<file path="config.mk">
export PLATFORM = sky130hd
export DESIGN_NAME = pipeline_hazard_unit
export DESIGN_NICKNAME = d
export VERILOG_FILES = /design/src/rtl/pipeline_hazard_unit.sv
export SDC_FILE = /design/constraint.sdc
export NUM_CORES = 1
export LEC_CHECK = 0
export CELL_PAD_IN_SITES_DETAIL_PLACEMENT = 0
export CELL_PAD_IN_SITES_GLOBAL_PLACEMENT = 1
export CORE_ASPECT_RATIO = 0.6
export CORE_MARGIN = 3
export CORE_UTILIZATION = 30
export CTS_CLUSTER_SIZE = 10
export DETAILED_ROUTE_END_ITERATION = 10
export GPL_TIMING_DRIVEN = 0
export PLACE_DENSITY_LB_ADDON = 0.1
export SLEW_MARGIN = 10
export SYNTH_ARGS = -nofsm -noshare
export SYNTH_HDL_FRONTEND = slang
export SYNTH_SLANG_ARGS = --single-unit
export TNS_END_PERCENT = 50
</file>
<file path="constraint.sdc">
create_clock -name clk -period 2.28 [get_ports clk]
set_input_delay 0.228 -clock clk [delete_from_list [all_inputs] [get_ports clk]]
set_output_delay 0.228 -clock clk [all_outputs]
set_load 0.01 [all_outputs]
</file>
<file path="src/rtl/pipeline_hazard_unit.sv">
// Load-use stall, taken-branch flush and EX operand forwarding control for the
// five-stage pipeline, with saturating stall/flush performance counters.
module pipeline_hazard_unit #(
  parameter int unsigned LOAD_LATENCY = 1,
  parameter int unsigned CNT_W        = 32
) (
  input  logic             clk,
  input  logic             rst,
  input  logic [4:0]       id_rs1,
  input  logic [4:0]       id_rs2,
  input  logic             id_use_rs1,
  input  logic             id_use_rs2,
  input  logic [4:0]       ex_rs1,
  input  logic [4:0]       ex_rs2,
  input  logic [4:0]       ex_rd,
  input  logic             ex_load,
  input  logic             ex_branch_taken,
  input  logic [4:0]       mem_rd,
  input  logic             mem_we,
  input  logic             mem_load,
  input  logic [4:0]       wb_rd,
  input  logic             wb_we,
  input  logic             cnt_clr,
  output logic             pc_stall,
  output logic             ifid_stall,
  output logic             ifid_flush,
  output logic             idex_bubble,
  output logic [1:0]       fwd_a,
  output logic [1:0]       fwd_b,
  output logic [CNT_W-1:0] stall_cycles,
  output logic [CNT_W-1:0] flush_events
);

  localparam int unsigned REM_W = 3;

  typedef enum logic {RUN, LSTALL} state_t;

  state_t           state, state_nx;
  logic [REM_W-1:0] rem, rem_nx;
  logic             lu_hit;

  assign lu_hit = ex_load && (ex_rd != 5'd0) &&
                  ((id_use_rs1 && (ex_rd == id_rs1)) ||
                   (id_use_rs2 && (ex_rd == id_rs2)));

  // EX/MEM wins over MEM/WB; a load in EX/MEM has no data yet to forward
  function automatic logic [1:0] fwd_sel(input logic [4:0] src);
    if (mem_we && !mem_load && (mem_rd != 5'd0) && (mem_rd == src))
      return 2'b10;
    else if (wb_we && (wb_rd != 5'd0) && (wb_rd == src))
      return 2'b01;
    else
      return 2'b00;
  endfunction

  always_ff @(negedge clk or negedge rst) begin
    if (!rst) begin
      state <= RUN;
      rem   <= '0;
    end else begin
      state <= state_nx;
      rem   <= rem_nx;
    end
  end

  // Branch flush always beats any stall, in either state
  always_comb begin
    state_nx    = state;
    rem_nx      = rem;
    pc_stall    = 1'b0;
    ifid_stall  = 1'b0;
    ifid_flush  = 1'b0;
    idex_bubble = 1'b0;
    fwd_a       = 2'b00;
    fwd_b       = 2'b00;
    if (rst) begin
      fwd_a = fwd_sel(ex_rs1);
      fwd_b = fwd_sel(ex_rs2);
      if (ex_branch_taken) begin
        ifid_flush  = 1'b1;
        idex_bubble = 1'b1;
        state_nx    = RUN;
        rem_nx      = '0;
      end else if (state == LSTALL) begin
        pc_stall    = 1'b1;
        ifid_stall  = 1'b1;
        idex_bubble = 1'b1;
        rem_nx      = rem - REM_W'(1);
        if (rem == REM_W'(1)) begin
          state_nx = RUN;
        end
      end else if (lu_hit) begin
        pc_stall    = 1'b1;
        ifid_stall  = 1'b1;
        idex_bubble = 1'b1;
        if (LOAD_LATENCY > 1) begin
          state_nx = LSTALL;
          rem_nx   = REM_W'(LOAD_LATENCY - 1);
        end
      end
    end
  end

  always_ff @(negedge clk or negedge rst) begin
    if (!rst) begin
      stall_cycles <= '0;
      flush_events <= '0;
    end else if (cnt_clr) begin
      stall_cycles <= '0;
      flush_events <= '0;
    end else begin
      if (pc_stall && (stall_cycles != '1)) begin
        stall_cycles <= stall_cycles + CNT_W'(1);
      end
      if (ifid_flush && (flush_events != '1)) begin
        flush_events <= flush_events + CNT_W'(1);
      end
    end
  end

endmodule

</file>
==> metrics.txt, run 1 <==
kind of critical path=flop to primary output; routed length per instance=17.9 µm; post-route non-filler standard cell count=810; number of global-route vias before repair=4129; root buf cell=clkbuf_16; Overall Global Routing Usage=18.8%; Final Hold Viols=0; via count=4265; routed length on met1=7.48 mm; hold_ws=0.515 ns; worst setup path endpoint=pc_stall; CP Cell Sequence=inv_4, a21oi_4, nand2_4, buf_8, inv_4, buf_6, buf_6; post-synthesis register bit count=68; port bufs=116; CP endpoint kind=primary output; Fin Setup TNS=-26.19 ns; GR Overflow Total=0; CP delay by family, top=flip-flops; Buffers & Inverters on Critical Path=5; CTS Buffer Depth=2; Final Max Slew Viols=0; final setup margin=-0.654 ns; CTS tree=done; VDD IR max=310 µV; Routed WL=14.5 mm; Horiz. Die Dim=157 µm; initial antenna violation count=0; synthesized area per cell=9.02 µm²; Highest Signal Layer=met4; Crit. Startpoint=state$_DFFE_NN0P_; Critical Path AT=2.71 ns; cts hold-fix bufs=0; EDFF count, synth=0; WP data required=2.05 ns; Hold Crit Start=flush_events[26]$_DFFE_NN0P_; Power Density=448 nW/µm²; initial core utilization=31.3%; DR DRC count=0; RSZ-0062 raised after global routing=yes; DP Wirelength=9.62 mm; fill count=1225; syn nets=504; Max stage delay on crit path=0.46 ns; Core Rows=32; worst-path fanout max=5; routed wl met3=829 µm; async set-reset flop share out of synthesis=100%; Final Core Density=51.2%; FF-to-FF setup slack=-0.39 ns; CTS H-tree lvls=3; Post-Syn Area=4100 µm²; dpl cells=742; Tightest Pin Transition=0.627 ns; clk_lat worst skew=0.34 ns; commonest cells in the netlist=68 x dfrtn_1, 44 x nor2_1, 39 x xor2_1, 35 x a21oi_1, 34 x nand2_1; global-route wire length before repair=22.3 mm; Leak=2.93 nW; worst setup slack after placement=-1.68 ns; Worst setup SP type=flop; P&R area growth vs syn=63.4%; largest net degree at the start of global routing=43; Synth Instances=455; Finish-stage setup viols=120; Die Area=15200 µm²; Synth cell types=45; Clock transition at path regs=0.05 ns; first-pass detailed-route iteration total=4; top cell type's share of synthesized area=41.5%; failing checks=setup timing; critical path depth in cells=7; num ports=117; status=finished, violations left; most common cell in the netlist=dfrtn_1; routability cong.=0.858; slowest stage cell, crit path=dfrtn_1; DP Area=5650 µm²; starting DRC count in detailed routing=193; cell area after layout=6700 µm²; worst clock skew=0.00872 ns; TritonCTS sink count=68; met2 WL post-DR=6.19 mm; nets=684; yosys warns=0; synth top area cells=dfrtn_1 41%, xor2_1 8.3%, a21oi_1 4.3%, xnor2_1 4.3%, nor2_1 4.0%; Max-Cap Viols=0; area leader, netlist=dfrtn_1; diode count=0; Seq/Total Area, Yosys=41.5%; Antenna Nets Post-Route=0; main flop type after synthesis=dfrtn_1; Worst R2R End=stall_cycles[12]$_DFFE_NN0P_; worst r2r src=stall_cycles[13]$_DFFE_NN0P_; die height=96.6 µm; share of cells above drive strength 1=40.9%; CTS buffer count=9; core box area=13100 µm²; Worst Hold Class=flop to flop; Total Power=3.01 mW; DR vias/cell=5.27; slew margin rel.=58.2%; R2R cell count=6
==> cell type report <==
cell class                      instances  area, µm²  share of cell area [%]
Timing Repair Buffer                  171       1470                    21.9
Buffer                                 14        136                    2.03
Clock inverter                          7       75.1                    1.12
Tap cell                              170        213                    3.17
Inverter                               11       46.3                   0.691
Sequential cell                        68       1700                    25.4
Multi-Input combinational cell        360       2840                    42.4
Clock buffer                            9        225                    3.36
==> metal layers <==
layer  track usage [%]  up-vias
li1                  -     2039
met3              5.12        2
met4              3.42        0
met5                 0        -
met2              26.7      109
met1              28.4     2115
==> sequential cells by signal, summed over array words and instances, names as in the netlist <==
signal	cells
flush_events	32
stall_cycles	32
state	1
rem	3
==> worst reg2reg max path: cells and delay by family, from the launching register on <==
| family | cells | cell delay, ns |
|---|---|---|
| AND/OR/NAND/NOR | 3 | 1.03 |
| AO/OA/AOI/OAI | 2 | 0.36 |
| buffers and inverters | 1 | 0.54 |
| flip-flops | 1 | 0.56 |
==> what timing repair did <==
action,in CTS,in global routing
endpoints found under the setup margin,135,130
pin swaps,45,56
gates cloned,3,1
resized for setup,433,77
setup buffers,31,23
==> logic make-up after synthesis <==
group | after synthesis | share of synthesized area [%]
AO/OA/AOI/OAI | 81 | 12.1
XOR/XNOR | 59 | 12.6
adder cells (fa/ha/maj) | 4 | 1.22
buffers and inverters | 27 | 2.96
flip-flops | 68 | 41.5
multiplexers | 5 | 1.31
AND/OR/NAND/NOR | 211 | 28.4
==> power breakdown <==
part,internal [mW],switching (mW)
clock network,0.855,0.573
registers,1.22,0.00995
logic,0.177,0.167
total,2.26,0.749
==> placed cells by master (no fill, tap or decap), drive strengths merged, types with 3 or more instances in the layout <==
master | netlist | routed
a21oi | 36 | 36
and2 | 5 | 5
and3 | 13 | 13
and4 | 4 | 4
buf | 6 | 142
clkbuf | 10 | 19
clkdlybuf4s50 | 0 | 24
clkinv | 0 | 4
dfrtn | 68 | 68
dlygate4sd2 | 0 | 6
ha | 4 | 4
inv | 11 | 13
mux2 | 3 | 3
nand2 | 34 | 34
nand2b | 4 | 4
nand3 | 22 | 22
nand4 | 26 | 26
nor2 | 44 | 44
nor2b | 4 | 4
nor3 | 6 | 6
nor4 | 8 | 8
o21ai | 17 | 17
o22ai | 3 | 3
o31ai | 17 | 17
or3 | 13 | 13
or4 | 23 | 23
xnor2 | 20 | 20
xor2 | 39 | 39
==> how the worst min path moves through the flow <==
stage / slack [ns] / to / depth (start not counted)
final: 0.52 / flush_events[26]$_DFFE_NN0P_ / 2
after global routing: 0.54 / flush_events[31]$_DFFE_NN0P_ / 2
after CTS: 0.52 / flush_events[26]$_DFFE_NN0P_ / 2
after detailed placement: 0.52 / flush_events[30]$_DFFE_NN0P_ / 2
after global placement: 0.48 / rem[0]$_DFFE_NN0P_ / 2
after floorplan: 0.45 / rem[0]$_DFFE_NN0P_ / 2
Power figures use the tool's default switching activity.
==> run 2, diff against run 1 <==
--- a/config.mk
+++ b/config.mk
@@ -10,7 +10,6 @@
 export CORE_ASPECT_RATIO = 0.6
 export CORE_MARGIN = 3
 export CORE_UTILIZATION = 30
-export CTS_CLUSTER_SIZE = 10
 export DETAILED_ROUTE_END_ITERATION = 10
 export GPL_TIMING_DRIVEN = 0
 export PLACE_DENSITY_LB_ADDON = 0.1
==> results of run 2 <==
Same layout as run 1: the final DEF is identical, and so are final timing and power.
